--- config.mk ---
export PLATFORM = sky130hd
export DESIGN_NAME = max31855_ascii_formatter
export DESIGN_NICKNAME = d
export VERILOG_FILES = /design/src/rtl/max31855_pkg.sv /design/src/rtl/bin2bcd_seq.sv /design/src/rtl/max31855_ascii_formatter.sv
export SDC_FILE = /design/constraint.sdc
export NUM_CORES = 1
export LEC_CHECK = 0
export CORE_MARGIN = 1
export CORE_UTILIZATION = 40
export CTS_BUF_LIST = sky130_fd_sc_hd__clkbuf_16
export CTS_CLUSTER_DIAMETER = 150
export DETAILED_ROUTE_END_ITERATION = 10
export GPL_TIMING_DRIVEN = 0
export SKIP_LAST_GASP = 1
export SYNTH_ARGS = -nofsm -noshare
export SYNTH_HDL_FRONTEND = slang
export SYNTH_SLANG_ARGS = --single-unit
--- constraint.sdc ---
create_clock -name clk_i -period 2.8 [get_ports clk_i]
set_clock_uncertainty 0.2 [all_clocks]
set_input_delay 0.42 -clock clk_i [delete_from_list [all_inputs] [get_ports clk_i]]
set_output_delay 0.42 -clock clk_i [all_outputs]
set_load 0.05 [all_outputs]
--- src/rtl/max31855_pkg.sv ---
// Shared definitions for MAX31855 frame decoding and ASCII rendering.
// Frame bit positions, ASCII codes, formatter FSM states, small helpers.
package max31855_pkg;

    localparam int TC_MSB    = 31;
    localparam int TC_LSB    = 18;
    localparam int FAULT_BIT = 16;
    localparam int SCV       = 2;
    localparam int SCG       = 1;
    localparam int OC        = 0;

    localparam logic [7:0] ASCII_PLUS  = 8'h2B;
    localparam logic [7:0] ASCII_MINUS = 8'h2D;
    localparam logic [7:0] ASCII_DOT   = 8'h2E;
    localparam logic [7:0] ASCII_E     = 8'h45;
    localparam logic [7:0] ASCII_R     = 8'h52;
    localparam logic [7:0] ASCII_SP    = 8'h20;
    localparam logic [7:0] ASCII_ZERO  = 8'h30;
    localparam logic [7:0] ASCII_CR    = 8'h0D;
    localparam logic [7:0] ASCII_LF    = 8'h0A;

    typedef enum logic [1:0] {
        ST_IDLE,
        ST_CONV,
        ST_SEND
    } fmt_state_e;

    // Absolute value of the 14-bit two's complement temperature.
    // 0x2000 maps to 8192, which still fits in 14 unsigned bits.
    function automatic logic [13:0] tc_magnitude(input logic [13:0] raw);
        return raw[13] ? (~raw + 14'd1) : raw;
    endfunction

    function automatic logic [7:0] ascii_digit(input logic [3:0] d);
        return ASCII_ZERO + {4'h0, d};
    endfunction

endpackage

--- src/rtl/bin2bcd_seq.sv ---
// Sequential 12-bit binary to 4-digit BCD converter (double-dabble).
// One bit per cycle, exactly 12 cycles from start to done pulse.
module bin2bcd_seq
    import max31855_pkg::*;
(
    input  logic        clk_i,
    input  logic        reset,
    input  logic        start_i,
    input  logic [11:0] bin_i,
    output logic        done_o,
    output logic [15:0] bcd_o
);

    logic [11:0] shift_q, shift_d;
    logic [15:0] bcd_q,   bcd_d;
    logic [3:0]  cnt_q,   cnt_d;
    logic        done_q,  done_d;
    logic [3:0]  hun_adj, ten_adj, one_adj;

    function automatic logic [3:0] dabble(input logic [3:0] d);
        return (d >= 4'd5) ? d + 4'd3 : d;
    endfunction

    // Shift/add-3 step; thousands never reaches 5 before the last
    // shift for a 12-bit input, so it is shifted without adjustment.
    always_comb begin
        shift_d = shift_q;
        bcd_d   = bcd_q;
        cnt_d   = cnt_q;
        done_d  = 1'b0;
        hun_adj = dabble(bcd_q[11:8]);
        ten_adj = dabble(bcd_q[7:4]);
        one_adj = dabble(bcd_q[3:0]);
        if (start_i) begin
            shift_d = bin_i;
            bcd_d   = 16'h0000;
            cnt_d   = 4'd12;
        end else if (cnt_q != 4'd0) begin
            bcd_d   = {bcd_q[14:12], hun_adj, ten_adj, one_adj, shift_q[11]};
            shift_d = {shift_q[10:0], 1'b0};
            cnt_d   = cnt_q - 4'd1;
            done_d  = (cnt_q == 4'd1);
        end
    end

    // Conversion state register.
    always_ff @(posedge clk_i) begin
        if (reset) begin
            shift_q <= 12'h000;
            bcd_q   <= 16'h0000;
            cnt_q   <= 4'd0;
            done_q  <= 1'b0;
        end else begin
            shift_q <= shift_d;
            bcd_q   <= bcd_d;
            cnt_q   <= cnt_d;
            done_q  <= done_d;
        end
    end

    assign done_o = done_q;
    assign bcd_o  = bcd_q;

endmodule

--- src/rtl/max31855_ascii_formatter.sv ---
// Renders MAX31855 frames as ASCII lines ("+0025.00" or "ERR n")
// and streams them byte-by-byte over a valid/ready handshake.
module max31855_ascii_formatter
    import max31855_pkg::*;
#(
    parameter bit EOL_CRLF = 1'b1
) (
    input  logic        clk_i,
    input  logic        reset,
    input  logic [31:0] frame_i,
    input  logic        frame_valid_i,
    output logic [7:0]  tx_data_o,
    output logic        tx_valid_o,
    input  logic        tx_ready_i,
    output logic        busy_o,
    output logic [2:0]  fault_o,
    output logic        frame_drop_o
);

    fmt_state_e  state_q, state_d;
    logic        err_q,   err_d;
    logic        neg_q,   neg_d;
    logic [1:0]  frac_q,  frac_d;
    logic [2:0]  fault_q, fault_d;
    logic        drop_q,  drop_d;
    logic        txv_q,   txv_d;
    logic [7:0]  txd_q,   txd_d;
    logic [3:0]  idx_q,   idx_d;

    logic [13:0] raw_in;
    logic [13:0] mag_in;
    logic        bcd_start;
    logic        bcd_done;
    logic [15:0] bcd;
    logic [3:0]  last_idx;
    logic [3:0]  nxt_idx;
    logic        unused_frame_bits;

    assign raw_in    = frame_i[TC_MSB:TC_LSB];
    assign mag_in    = tc_magnitude(raw_in);
    assign bcd_start = (state_q == ST_IDLE) && frame_valid_i;

    // Reserved and internal-temperature bits carry nothing for this line.
    assign unused_frame_bits = ^{frame_i[17], frame_i[15:3]};

    bin2bcd_seq u_bcd (
        .clk_i   (clk_i),
        .reset   (reset),
        .start_i (bcd_start),
        .bin_i   (mag_in[13:2]),
        .done_o  (bcd_done),
        .bcd_o   (bcd)
    );

    // Character at position idx of the line being sent.
    function automatic logic [7:0] byte_at(
        input logic [3:0]  idx,
        input logic        err,
        input logic        neg,
        input logic [1:0]  frac,
        input logic [15:0] dig,
        input logic [2:0]  flt
    );
        logic [7:0] b;
        b = 8'h00;
        if (err) begin
            case (idx)
                4'd0: b = ASCII_E;
                4'd1: b = ASCII_R;
                4'd2: b = ASCII_R;
                4'd3: b = ASCII_SP;
                4'd4: b = ascii_digit({1'b0, flt});
                4'd5: b = EOL_CRLF ? ASCII_CR : ASCII_LF;
                4'd6: b = ASCII_LF;
                default: b = 8'h00;
            endcase
        end else begin
            case (idx)
                4'd0: b = neg ? ASCII_MINUS : ASCII_PLUS;
                4'd1: b = ascii_digit(dig[15:12]);
                4'd2: b = ascii_digit(dig[11:8]);
                4'd3: b = ascii_digit(dig[7:4]);
                4'd4: b = ascii_digit(dig[3:0]);
                4'd5: b = ASCII_DOT;
                4'd6: begin
                    case (frac)
                        2'd0: b = ascii_digit(4'd0);
                        2'd1: b = ascii_digit(4'd2);
                        2'd2: b = ascii_digit(4'd5);
                        default: b = ascii_digit(4'd7);
                    endcase
                end
                4'd7: b = ascii_digit(frac[0] ? 4'd5 : 4'd0);
                4'd8: b = EOL_CRLF ? ASCII_CR : ASCII_LF;
                4'd9: b = ASCII_LF;
                default: b = 8'h00;
            endcase
        end
        return b;
    endfunction

    // Next-state, latch and byte-sequencing logic.
    always_comb begin
        state_d  = state_q;
        err_d    = err_q;
        neg_d    = neg_q;
        frac_d   = frac_q;
        fault_d  = fault_q;
        txv_d    = txv_q;
        txd_d    = txd_q;
        idx_d    = idx_q;
        drop_d   = frame_valid_i && (state_q != ST_IDLE);
        nxt_idx  = idx_q + 4'd1;
        if (err_q) last_idx = EOL_CRLF ? 4'd6 : 4'd5;
        else       last_idx = EOL_CRLF ? 4'd9 : 4'd8;

        case (state_q)
            ST_IDLE: begin
                if (frame_valid_i) begin
                    err_d   = frame_i[FAULT_BIT];
                    neg_d   = raw_in[13];
                    frac_d  = mag_in[1:0];
                    fault_d = {frame_i[SCV], frame_i[SCG], frame_i[OC]};
                    state_d = ST_CONV;
                end
            end
            ST_CONV: begin
                if (bcd_done) begin
                    state_d = ST_SEND;
                    idx_d   = 4'd0;
                    txv_d   = 1'b1;
                    txd_d   = byte_at(4'd0, err_q, neg_q, frac_q, bcd, fault_q);
                end
            end
            ST_SEND: begin
                if (txv_q && tx_ready_i) begin
                    if (idx_q == last_idx) begin
                        state_d = ST_IDLE;
                        txv_d   = 1'b0;
                        txd_d   = 8'h00;
                        idx_d   = 4'd0;
                    end else begin
                        idx_d = nxt_idx;
                        txd_d = byte_at(nxt_idx, err_q, neg_q, frac_q, bcd, fault_q);
                    end
                end
            end
            default: state_d = ST_IDLE;
        endcase
    end

    // State and output registers.
    always_ff @(posedge clk_i) begin
        if (reset) begin
            state_q <= ST_IDLE;
            err_q   <= 1'b0;
            neg_q   <= 1'b0;
            frac_q  <= 2'd0;
            fault_q <= 3'd0;
            drop_q  <= 1'b0;
            txv_q   <= 1'b0;
            txd_q   <= 8'h00;
            idx_q   <= 4'd0;
        end else begin
            state_q <= state_d;
            err_q   <= err_d;
            neg_q   <= neg_d;
            frac_q  <= frac_d;
            fault_q <= fault_d;
            drop_q  <= drop_d;
            txv_q   <= txv_d;
            txd_q   <= txd_d;
            idx_q   <= idx_d;
        end
    end

    assign tx_data_o    = txd_q;
    assign tx_valid_o   = txv_q;
    assign busy_o       = (state_q != ST_IDLE);
    assign fault_o      = fault_q;
    assign frame_drop_o = drop_q;

endmodule

==> metrics.txt <==
# TYPE chip_impl_metric gauge
chip_impl_metric{name="cts-htree-levels",unit=""} 2
chip_impl_metric{name="flow.area_growth_from_synthesis",unit="%"} 17.9
chip_impl_info{name="post-synth-top-count-cell",value="sky130_fd_sc_hd__nand2_1"} 1
chip_impl_metric{name="worst_setup_hold_path_clk_slew",unit="ns"} 0.07
chip_impl_metric{name="max_capacitance_violation_total",unit=""} 0
chip_impl_metric{name="detailroute.via_count",unit=""} 3221
chip_impl_metric{name="io_pins",unit=""} 50
chip_impl_metric{name="post_cts.repair.setup_buffers",unit=""} 0
chip_impl_metric{name="timing.final.setup_violations",unit=""} 0
chip_impl_info{name="worst_setup_path_startpoint",value="idx_q[1]$_SDFFE_PP0P_"} 1
chip_impl_info{name="worst_setup_path_end_kind",value="flop"} 1
chip_impl_info{name="path_delay_family",value="compound AO/OA/AOI/OAI gates"} 1
chip_impl_info{name="critPathMostFrequentCell",value="sky130_fd_sc_hd__a2111oi_2"} 1
chip_impl_metric{name="antenna_found_initial",unit=""} 0
chip_impl_metric{name="drt-vias-per-instance",unit=""} 5.54
chip_impl_metric{name="cts_sinks",unit=""} 55
chip_impl_metric{name="power",unit="mW"} 2.01
chip_impl_metric{name="grt_max_degree",unit=""} 16
chip_impl_metric{name="synth.yosys.warnings",unit=""} 0
chip_impl_metric{name="path_max_fanout",unit=""} 10
chip_impl_metric{name="die_h",unit="µm"} 94.0
chip_impl_metric{name="finalWorstPathRequiredPeriod",unit="ns"} 2.56
chip_impl_metric{name="p_leak",unit="nW"} 1.35
chip_impl_metric{name="worst_reg_to_reg_setup_slack",unit="ns"} 0.24
chip_impl_metric{name="ys_seq_area_share",unit="%"} 32.5
chip_impl_info{name="critical_path_class",value="flop to flop"} 1
chip_impl_info{name="tritoncts",value="yes"} 1
chip_impl_metric{name="post_synth.cell_area_avg",unit="µm²"} 7.76
chip_impl_metric{name="path_buf_inv",unit=""} 2
chip_impl_info{name="crit_path_cell_trace",value="inv_1, ha_1, clkbuf_1, a222oi_1, o22ai_1, a2111oi_2, a2111oi_2"} 1
chip_impl_metric{name="ys_ff_latch",unit=""} 55
chip_impl_info{name="setup.worst_path.end",value="tx_data_o[3]$_SDFFE_PP0P_"} 1
chip_impl_info{name="synth_top_cell_by_area",value="sky130_fd_sc_hd__dfxtp_1"} 1
chip_impl_info{name="cts-root-buf",value="sky130_fd_sc_hd__clkbuf_16"} 1
chip_impl_metric{name="grt_first_pass_wirelength",unit="µm"} 14900
chip_impl_metric{name="worst_skew_pair.late_latency",unit="ns"} 0.29
chip_impl_info{name="synth_area_leaders",value="sky130_fd_sc_hd__dfxtp_1 33%, sky130_fd_sc_hd__nand2_1 9.0%, sky130_fd_sc_hd__a21oi_1 7.2%, sky130_fd_sc_hd__ha_1 5.2%, sky130_fd_sc_hd__nor2_1 4.5%"} 1
chip_impl_info{name="rr_endpoint",value="tx_data_o[3]$_SDFFE_PP0P_"} 1
chip_impl_metric{name="cpPeakStageDelay",unit="ns"} 0.61
chip_impl_metric{name="cts-buffers-inserted",unit=""} 5
chip_impl_info{name="crit_path_start_kind",value="flop"} 1
chip_impl_metric{name="r2r_cells",unit=""} 7
chip_impl_metric{name="post_synth_inst_count",unit=""} 436
chip_impl_metric{name="timing.max_slew.rel_slack",unit="%"} 60.7
chip_impl_metric{name="powerDensity",unit="nW/µm²"} 504
chip_impl_metric{name="firstDrtPassIters",unit=""} 4
chip_impl_metric{name="rows",unit=""} 33
chip_impl_metric{name="post_route_cells_drive_above_1_share",unit="%"} 6.93
chip_impl_metric{name="netlist_area",unit="µm²"} 3380
chip_impl_metric{name="fp.dieW",unit="µm"} 94.0
chip_impl_metric{name="final_max_slew_viol_count",unit=""} 0
chip_impl_metric{name="grt.met3_usage",unit="%"} 3.72
chip_impl_metric{name="drt_first_iter_violations",unit=""} 158
chip_impl_metric{name="initial_core_util",unit="%"} 41.2
chip_impl_metric{name="irDropWorstVdd",unit="mV"} 0.363
chip_impl_metric{name="post-dp-hpwl",unit="µm"} 6680
chip_impl_metric{name="hold_viol",unit=""} 0
chip_impl_metric{name="post-route-drc-count",unit=""} 0
chip_impl_metric{name="ant_nets",unit=""} 0
chip_impl_info{name="timing.critical_path.slowest_stage_cell",value="sky130_fd_sc_hd__dfxtp_1"} 1
chip_impl_metric{name="cts-root-to-sink-buffers",unit=""} 2
chip_impl_metric{name="cts_hold_buffers",unit=""} 0
chip_impl_info{name="outcome",value="completed"} 1
chip_impl_metric{name="ys_async_sr_fraction",unit="%"} 0
chip_impl_metric{name="routabilityCongestion",unit=""} 0.867
chip_impl_metric{name="global_route.usage.total",unit="%"} 21.3
chip_impl_metric{name="tightest_slew",unit="ns"} 0.590
chip_impl_metric{name="grt_use_met2",unit="%"} 36.1
chip_impl_info{name="gr-max-usage-layer",value="met2"} 1
chip_impl_metric{name="crit_cells",unit=""} 7
chip_impl_metric{name="synthDominantCellAreaShare",unit="%"} 32.5
chip_impl_metric{name="core_box_area",unit="µm²"} 8220
chip_impl_metric{name="floorplan.die_area",unit="µm²"} 8830
chip_impl_metric{name="count_of_buffers_inserted_at_the_top_level_ports",unit=""} 34
chip_impl_metric{name="globalRoute.totalOverflow",unit=""} 0
chip_impl_metric{name="final_worst_path_period_share",unit="%"} 91.5
chip_impl_metric{name="global_route_met1_utilization",unit="%"} 28.1
chip_impl_info{name="hold_class",value="flop to flop"} 1
chip_impl_info{name="dominantRegCellSynth",value="sky130_fd_sc_hd__dfxtp_1"} 1
chip_impl_info{name="leading_cell_types_by_count_after_synthesis",value="81 x sky130_fd_sc_hd__nand2_1, 55 x sky130_fd_sc_hd__dfxtp_1, 49 x sky130_fd_sc_hd__a21oi_1, 41 x sky130_fd_sc_hd__nor2_1, 18 x sky130_fd_sc_hd__o21ai_0"} 1
chip_impl_metric{name="tns",unit="ns"} 0
chip_impl_metric{name="number_of_global_route_vias_before_repair",unit=""} 3065
chip_impl_metric{name="worst_ep_required_time",unit="ns"} 2.75
chip_impl_metric{name="synth_cell_type_count",unit=""} 64
chip_impl_metric{name="final_nets",unit=""} 527
chip_impl_metric{name="cts_repair_resize_count",unit=""} 0
chip_impl_metric{name="detail_routed_net_length_per_standard_cell",unit="µm"} 15.4
chip_impl_metric{name="synth-edff-count",unit=""} 0
chip_impl_metric{name="syn_nets",unit=""} 486
chip_impl_metric{name="wirelength",unit="µm"} 8920
chip_impl_metric{name="achievable-frequency",unit="GHz"} 0.390
chip_impl_metric{name="worst_ep_arrival",unit="ns"} 2.51
chip_impl_info{name="unrepaired_setup_endpoints_after_global_routing",value="no"} 1
chip_impl_metric{name="antenna_cells",unit=""} 0
chip_impl_info{name="worstReg2RegStart",value="idx_q[1]$_SDFFE_PP0P_"} 1
[how the worst min path moves through the flow]
stage | slack (ns) | cells after the start | start | endpoint
after floorplan | 0.23 | 2 | u_bcd.bcd_o[15]$_SDFFE_PP0N_ | u_bcd.bcd_o[15]$_SDFFE_PP0N_
after global placement | 0.24 | 2 | u_bcd.bcd_o[15]$_SDFFE_PP0N_ | u_bcd.bcd_o[15]$_SDFFE_PP0N_
after detailed placement | 0.25 | 2 | u_bcd.bcd_o[15]$_SDFFE_PP0N_ | u_bcd.bcd_o[15]$_SDFFE_PP0N_
after CTS | 0.26 | 2 | tx_data_o[6]$_SDFFE_PP0P_ | tx_data_o[6]$_SDFFE_PP0P_
after global routing | 0.28 | 2 | u_bcd.bcd_o[15]$_SDFFE_PP0N_ | u_bcd.bcd_o[15]$_SDFFE_PP0N_
final | 0.26 | 2 | tx_data_o[6]$_SDFFE_PP0P_ | tx_data_o[6]$_SDFFE_PP0P_
[layout make-up]
class | instances | area [µm²]
Inverter | 16 | 60.1
Clock inverter | 1 | 7.51
Timing Repair Buffer | 34 | 340
Sequential cell | 55 | 1100
Multi-Input combinational cell | 340 | 2110
Fill cell | 834 | 4230
Buffer | 25 | 111
Clock buffer | 5 | 125
Tap cell | 105 | 131
[stage by stage]
stage | util [%] | setup slack (ns) | hold slack, ns | instances | area, µm²
global route | 48.5 | 0.0756 | 0.281 | 581 | 3990
floorplan | - | 0.623 | 0.231 | 436 | 3380
detailed placement | 46.9 | 0.170 | 0.248 | 575 | 3850
finish | 48.5 | 0.237 | 0.256 | 581 | 3990
global placement | 46.9 | 0.249 | 0.239 | 575 | 3850
CTS | 48.5 | 0.261 | 0.259 | 581 | 3990
[worst min-delay path, delay by kind of cell, from the launching register on]
family	cells	cell delay, ns
flip-flops	1	0.31
AO/OA/AOI/OAI	1	0.05
AND/OR/NAND/NOR	1	0.05
[flip-flops by register name, indices dropped and copies added, names as in the netlist]
register       flops
u_bcd.bcd_o       16
state_q            2
idx_q              4
tx_data_o          7
neg_q              1
frac_q             2
fault_o            3
u_bcd.cnt_q        4
frame_drop_o       1
tx_valid_o         1
u_bcd.done_o       1
u_bcd.shift_q     12
err_q              1
[logic make-up (layout without fill, tap and decap cells)]
logic type | count (synthesis) | after routing | synth area share (%)
adder cells (fa/ha/maj) | 14 | 14 | 5.18
multiplexers | 4 | 4 | 1.55
AO/OA/AOI/OAI | 125 | 125 | 25.2
flip-flops | 55 | 55 | 32.5
AND/OR/NAND/NOR | 179 | 179 | 25.4
buffers and inverters | 41 | 81 | 5.07
XOR/XNOR | 17 | 17 | 4.96
other | 1 | 1 | 0.111
[cell usage in the layout, fill, tap and decap left out, types with 5 or more instances in the layout]
master and instances:
sky130_fd_sc_hd__xnor2_1 13, sky130_fd_sc_hd__a311oi_1 9, sky130_fd_sc_hd__a21oi_1 49, sky130_fd_sc_hd__clkbuf_1 17, sky130_fd_sc_hd__dfxtp_1 55, sky130_fd_sc_hd__nand2_1 81
sky130_fd_sc_hd__nand3_1 7, sky130_fd_sc_hd__o21ai_0 18, sky130_fd_sc_hd__a211oi_1 7, sky130_fd_sc_hd__nor2_1 41, sky130_fd_sc_hd__inv_1 15, sky130_fd_sc_hd__and2_1 5
sky130_fd_sc_hd__ha_1 14, sky130_fd_sc_hd__clkbuf_16 5, sky130_fd_sc_hd__nor3_1 7, sky130_fd_sc_hd__clkdlybuf4s50_1 34, sky130_fd_sc_hd__nand2b_1 9
[routing by layer]
layer	wire length (µm)	part of all wire, %
met3	337	3.8
met1	4130	46
met2	4360	49
met4	87	0.98
met5	0	0
[power breakdown]
part,total [mW],switching [mW],internal (mW)
Combinational,0.519,0.328,0.191
Sequential,0.896,0.0544,0.841
Clock,0.597,0.275,0.322
Power figures use the tool's default switching activity.
==> RTL edit 1: new RTL, same settings <==
The parameter `EOL_CRLF` goes from 1'b1 to 1'b0.
--- a/src/rtl/max31855_ascii_formatter.sv
+++ b/src/rtl/max31855_ascii_formatter.sv
@@ -3,7 +3,7 @@
 module max31855_ascii_formatter
     import max31855_pkg::*;
 #(
-    parameter bit EOL_CRLF = 1'b1
+    parameter bit EOL_CRLF = 1'b0
 ) (
     input  logic        clk_i,
     input  logic        reset,
Behaviour: no difference found for any inputs over 10 cycles, from zero or initial values and one cycle with reset high; that may be too few to reach the edited logic, so the function may still have changed.
==> RTL edit 1 against the unedited design <==
- final cell count is 3.6% lower
- design area decreased by 4.5%
- utilization rose by 0.74 points
- via count down 2.4%
- wire length down 5.8%
- total power shrank 0.31%
- sequential cell count unchanged
- synthesized cell count down 4.4%
- worst hold slack worse by 6.2 ps
- global-route usage decreased by 0.58 points
- setup slack worse by 24 ps
- synthesized area shrank 5.5%
- combinational power decreased by 3%
- register-to-register slack improved by 50 ps
- critical path type is now primary input to register
- critical endpoint is now u_bcd.shift_q[7]$_SDFFE_PP0P_
==> RTL edit 1: results (changes against the unedited design) <==
global_route:
  grt_antenna_before_repair: 0  # unchanged
  grt_pass1_wl_um: 14000  # -5.5%
  grt_pass1_vias: 3013  # -1.7%
  grt_max_degree: 17  # +1
  gr-usage-all-layers: 0.207  # -0.00581
power:
  ir_worst_vdd_uv: 362  # about the same
  power_leakage_uw: 0.00135  # -0.20%
  switchingPower_uw: 655  # -0.29%
place:
  gp_congestion: 0.815  # -6.0%
  dp_slack_ps: -203  # -373 ps
  post-dp-hpwl_um: 6260  # -6.3%
  port-buffer-count: 33  # -2.9%
detailed_routing:
  vias_per_cell: 5.61  # +1.3%
  first_pass_iters: 5  # +1
  wl_per_cell_um: 15.0  # -2.3%
  drtIter0Drc: 139  # -12%
clock_network:
  cts_root_buf: "clkbuf_16"
  post_cts_resized: 0  # unchanged
  clk_latency_ps: 290  # about the same
  postCtsSetupBuffers: 0  # unchanged
  cts-htree-levels: 2  # unchanged
  numCtsBuffers: 5  # unchanged
yosys:
  synth_xor_area_frac: 0.0493  # -0.000241
  synth_compound_area_frac: 0.263  # +0.0108
  synth_area_leaders: "dfxtp_1 34%, nand2_1 8.7%, a21oi_1 6.4%"
  synth.distinct_cells: 62  # -3.1%
  synth_fa_ha_area_frac: 0.0548  # +0.00302
  synth_nets: 467  # -3.9%
  synthMuxAreaShare: 0.00313  # -0.0124
  synth_common_cells: "74 x nand2_1, 55 x dfxtp_1, 41 x a21oi_1"
  synth_ff_type: "dfxtp_1"
  yosysSeqAreaShare: 0.344  # +0.0190
  netlist.area_leader.share: 0.344  # +0.0190
worst_setup_path:
  slowest_delay_ps: 580  # -30 ps
  cp_data_arrival_time_ps: 2580  # +70 ps
  rr_worst_depth: 6  # -1
  path_max_fanout: 4  # -6
  crit_slowest_cell: "or4_1"
  critPathTopFamily: "simple AND/OR/NAND/NOR gates"
timing:
  finalMaxSlewViolations: 0  # unchanged
  relSlewSlack: 0.531  # -0.0760
min_path:
  hold_class: "register to register"
status:
  status: "finished, final reports clean"
layout:
  fin_nets: 507  # -3.8%
  antenna_cells: 0  # unchanged
  drive_above_1_share: 0.0393  # -0.0300
  largest_reg_flops: 16  # unchanged
==> RTL edit 1: final timing paths <==
kind / start / end / slack (ps)
max: frame_i[18] / u_bcd.shift_q[7]$_SDFFE_PP0P_ / 210
min: u_bcd.shift_q[11]$_SDFFE_PP0P_ / u_bcd.bcd_o[0]$_SDFFE_PP0N_ / 250
max reg2reg: idx_q[1]$_SDFFE_PP0P_ / tx_data_o[3]$_SDFFE_PP0P_ / 290
min reg2reg: u_bcd.shift_q[11]$_SDFFE_PP0P_ / u_bcd.bcd_o[0]$_SDFFE_PP0N_ / 250
==> RTL edit 1: worst reg2reg max path, delay by kind of cell, from the launching register on <==
kind	cells	cell delay, ps
adders and majority gates	1	370
AOI/OAI and AO/OA	2	470
xor gates and xnor gates	1	350
DFF	1	530
and+or+nand+nor	2	470
==> RTL edit 1: stage by stage <==
stage | instances | area (um^2) | utilization | setup TNS [ps]
floorplan | 417 | 3200 | - | 0
global route | 560 | 3810 | 0.493 | 0
global placement | 552 | 3650 | 0.473 | -515
detailed placement | 552 | 3650 | 0.473 | -577
finish | 560 | 3810 | 0.493 | 0
CTS | 560 | 3800 | 0.491 | 0
==> RTL edit 1: cell type report <==
| type | instances | area, um^2 |
|---|---|---|
| plain buffers | 27 | 109 |
| repair buffers | 33 | 330 |
| clock inverters | 3 | 16.3 |
| inverters | 17 | 63.8 |
| clock buffers | 5 | 125 |
| flip-flops and latches | 55 | 1100 |
| multi-input cells | 318 | 1930 |
| fillers | 765 | 3920 |
| well taps | 102 | 128 |
==> RTL edit 1: routing by layer <==
metal	share of wire	global-route usage
met1	0.48	0.278
met2	0.47	0.341
met3	0.035	0.0318
met4	0.014	0.0635
met5	0	0
==> RTL edit 1: logic make-up (layout without fill, tap and decap cells) <==
kind of cell             Yosys count  in the layout
flip-flops                        55             55
XOR/XNOR                          18             18
AO/OA/AOI/OAI                    126            126
other                              1              1
multiplexers                       1              1
AND/OR/NAND/NOR                  158            158
adder cells (fa/ha/maj)           14             14
buffers and inverters             44             85
==> RTL edit 1: power groups by stage <==
stage / combinational [uW] / sequential, uW / clock, uW
CTS: 503 / 891 / 624
floorplan: 336 / 907 / 0
finish: 501 / 892 / 612
detailed placement: 500 / 910 / 0
global placement: 497 / 907 / 0
global route: 560 / 899 / 655
==> RTL edit 2: new RTL, same settings <==
Without the edit above. Put one more register stage on the output `fault_o`, cleared by the reset. The value now appears one clock later. The other outputs are not delayed to match.
--- a/src/rtl/max31855_ascii_formatter.sv
+++ b/src/rtl/max31855_ascii_formatter.sv
@@ -177,7 +177,13 @@
     assign tx_data_o    = txd_q;
     assign tx_valid_o   = txv_q;
     assign busy_o       = (state_q != ST_IDLE);
-    assign fault_o      = fault_q;
+    always_ff @(posedge clk_i) begin
+        if (reset) begin
+            fault_o <= '0;
+        end else begin
+            fault_o <= fault_q;
+        end
+    end
     assign frame_drop_o = drop_q;
 
 endmodule
Function: changed (a bounded check fails within 4 cycles, from zero or initial values and one cycle with reset high).
==> RTL edit 2 against the unedited design <==
- worst hold slack got worse by 6.7 ps
- combinational power fell by 1%
- via count rose by 6.6%
- sequential share of layout area fell by 0.88 points
- wire length rose by 5.2%
- synthesized area rose by 5.2%
- design area rose by 8.9%
- setup slack got worse by 18 ps
- total power rose by 29%
- sequential cell count rose by 3
==> RTL edit 2: results (changes against the unedited design) <==
yosys:
  synth_common_cells: "86 x nand2_1, 58 x dfxtp_1, 47 x a21oi_1"
  yosysSeqAreaShare: 0.326  # +0.000743
  synth_fa_ha_area_frac: 0.0492  # -0.00257
  synth_xor_area_frac: 0.0394  # -0.0102
  synthMuxAreaShare: 0.0232  # +0.00767
  synth_nets: 512  # +5.3%
clock_network:
  cts-htree-levels: 3  # +1
  numCtsBuffers: 9  # +4
power:
  power_leakage_uw: 0.00147  # +8.5%
global_route:
  grtUsageMet1: 0.286  # +0.00501
  grt_pass1_wl_um: 15400  # +3.3%
  grt_max_degree: 11  # -5
  use_met3: 0.0324  # -0.00483
  grtUsageMet2: 0.356  # -0.00552
  grt_pass1_vias: 3214  # +4.9%
detailed_routing:
  route.met2.wl_um: 4280  # -1.9%
  first_pass_iters: 5  # +1
  wl_per_cell_um: 15.2  # -1.2%
  vias: 3435  # +6.6%
  drtIter0Drc: 174  # +10%
place:
  dp_slack_ps: -8.27  # -178 ps
  gp_congestion: 0.893  # +3.1%
status:
  status: "finished, final reports clean"
worst_setup_path:
  ff2ff_setup_slack_ps: 220  # -20 ps
  cp_data_arrival_time_ps: 2600  # +90 ps
layout:
  fin_nets: 557  # +5.7%
-- RTL edit 2: cell count changes in the layout (fill, tap and decap cells not counted), sizes merged, moves of 4 or more --
cell	before	now
o21ai	21	28
buf	8	12
o221ai	1	5
clkbuf	22	28
a21oi	51	47
nand2	82	87
-- RTL edit 2: critical path: stages (launching register included) --
cell,delay [ps]
dfxtp_1,500
ha_1,200
buf_2,170
nand2b_1,270
o21a_2,180
o22ai_2,130
a221oi_1,380
o221ai_1,190
o211a_1,240
-- RTL edit 2: path summary, 6_finish.rpt --
check / cells past startpoint / from / to
hold / removal: 2 / tx_data_o[6]$_SDFFE_PP0P_ / tx_data_o[6]$_SDFFE_PP0P_
setup reg to reg: 8 / idx_q[1]$_SDFFE_PP0P_ / tx_data_o[0]$_SDFFE_PP0P_
setup / recovery: 8 / idx_q[1]$_SDFFE_PP0P_ / tx_data_o[0]$_SDFFE_PP0P_
hold reg to reg: 2 / tx_data_o[6]$_SDFFE_PP0P_ / tx_data_o[6]$_SDFFE_PP0P_
-- RTL edit 2: metrics by stage --
| stage | instances | area (um^2) | hold slack, ps | TNS (ps) | total power, uW |
|---|---|---|---|---|---|
| 6_report | 619 | 4340 | 249 | 0 | 2600 |
| 5_1_grt | 619 | 4340 | 282 | 0 | 2720 |
| 4_1_cts | 619 | 4340 | 252 | 0 | 2620 |
| 3_5_place_dp | 604 | 4040 | 245 | -8.27 | 1470 |
| 3_3_place_gp | 604 | 4040 | 241 | 0 | 1460 |
| 2_1_floorplan | 462 | 3560 | 229 | 0 | 1300 |
-- RTL edit 2: final cells by class --
type,count,share of cell area
clock buffers,9,0.0519
multi-input cells,356,0.502
inverters,17,0.0147
flip-flops and latches,58,0.267
plain buffers,31,0.0357
well taps,108,0.0311
repair buffers,34,0.0784
clock inverters,6,0.0190
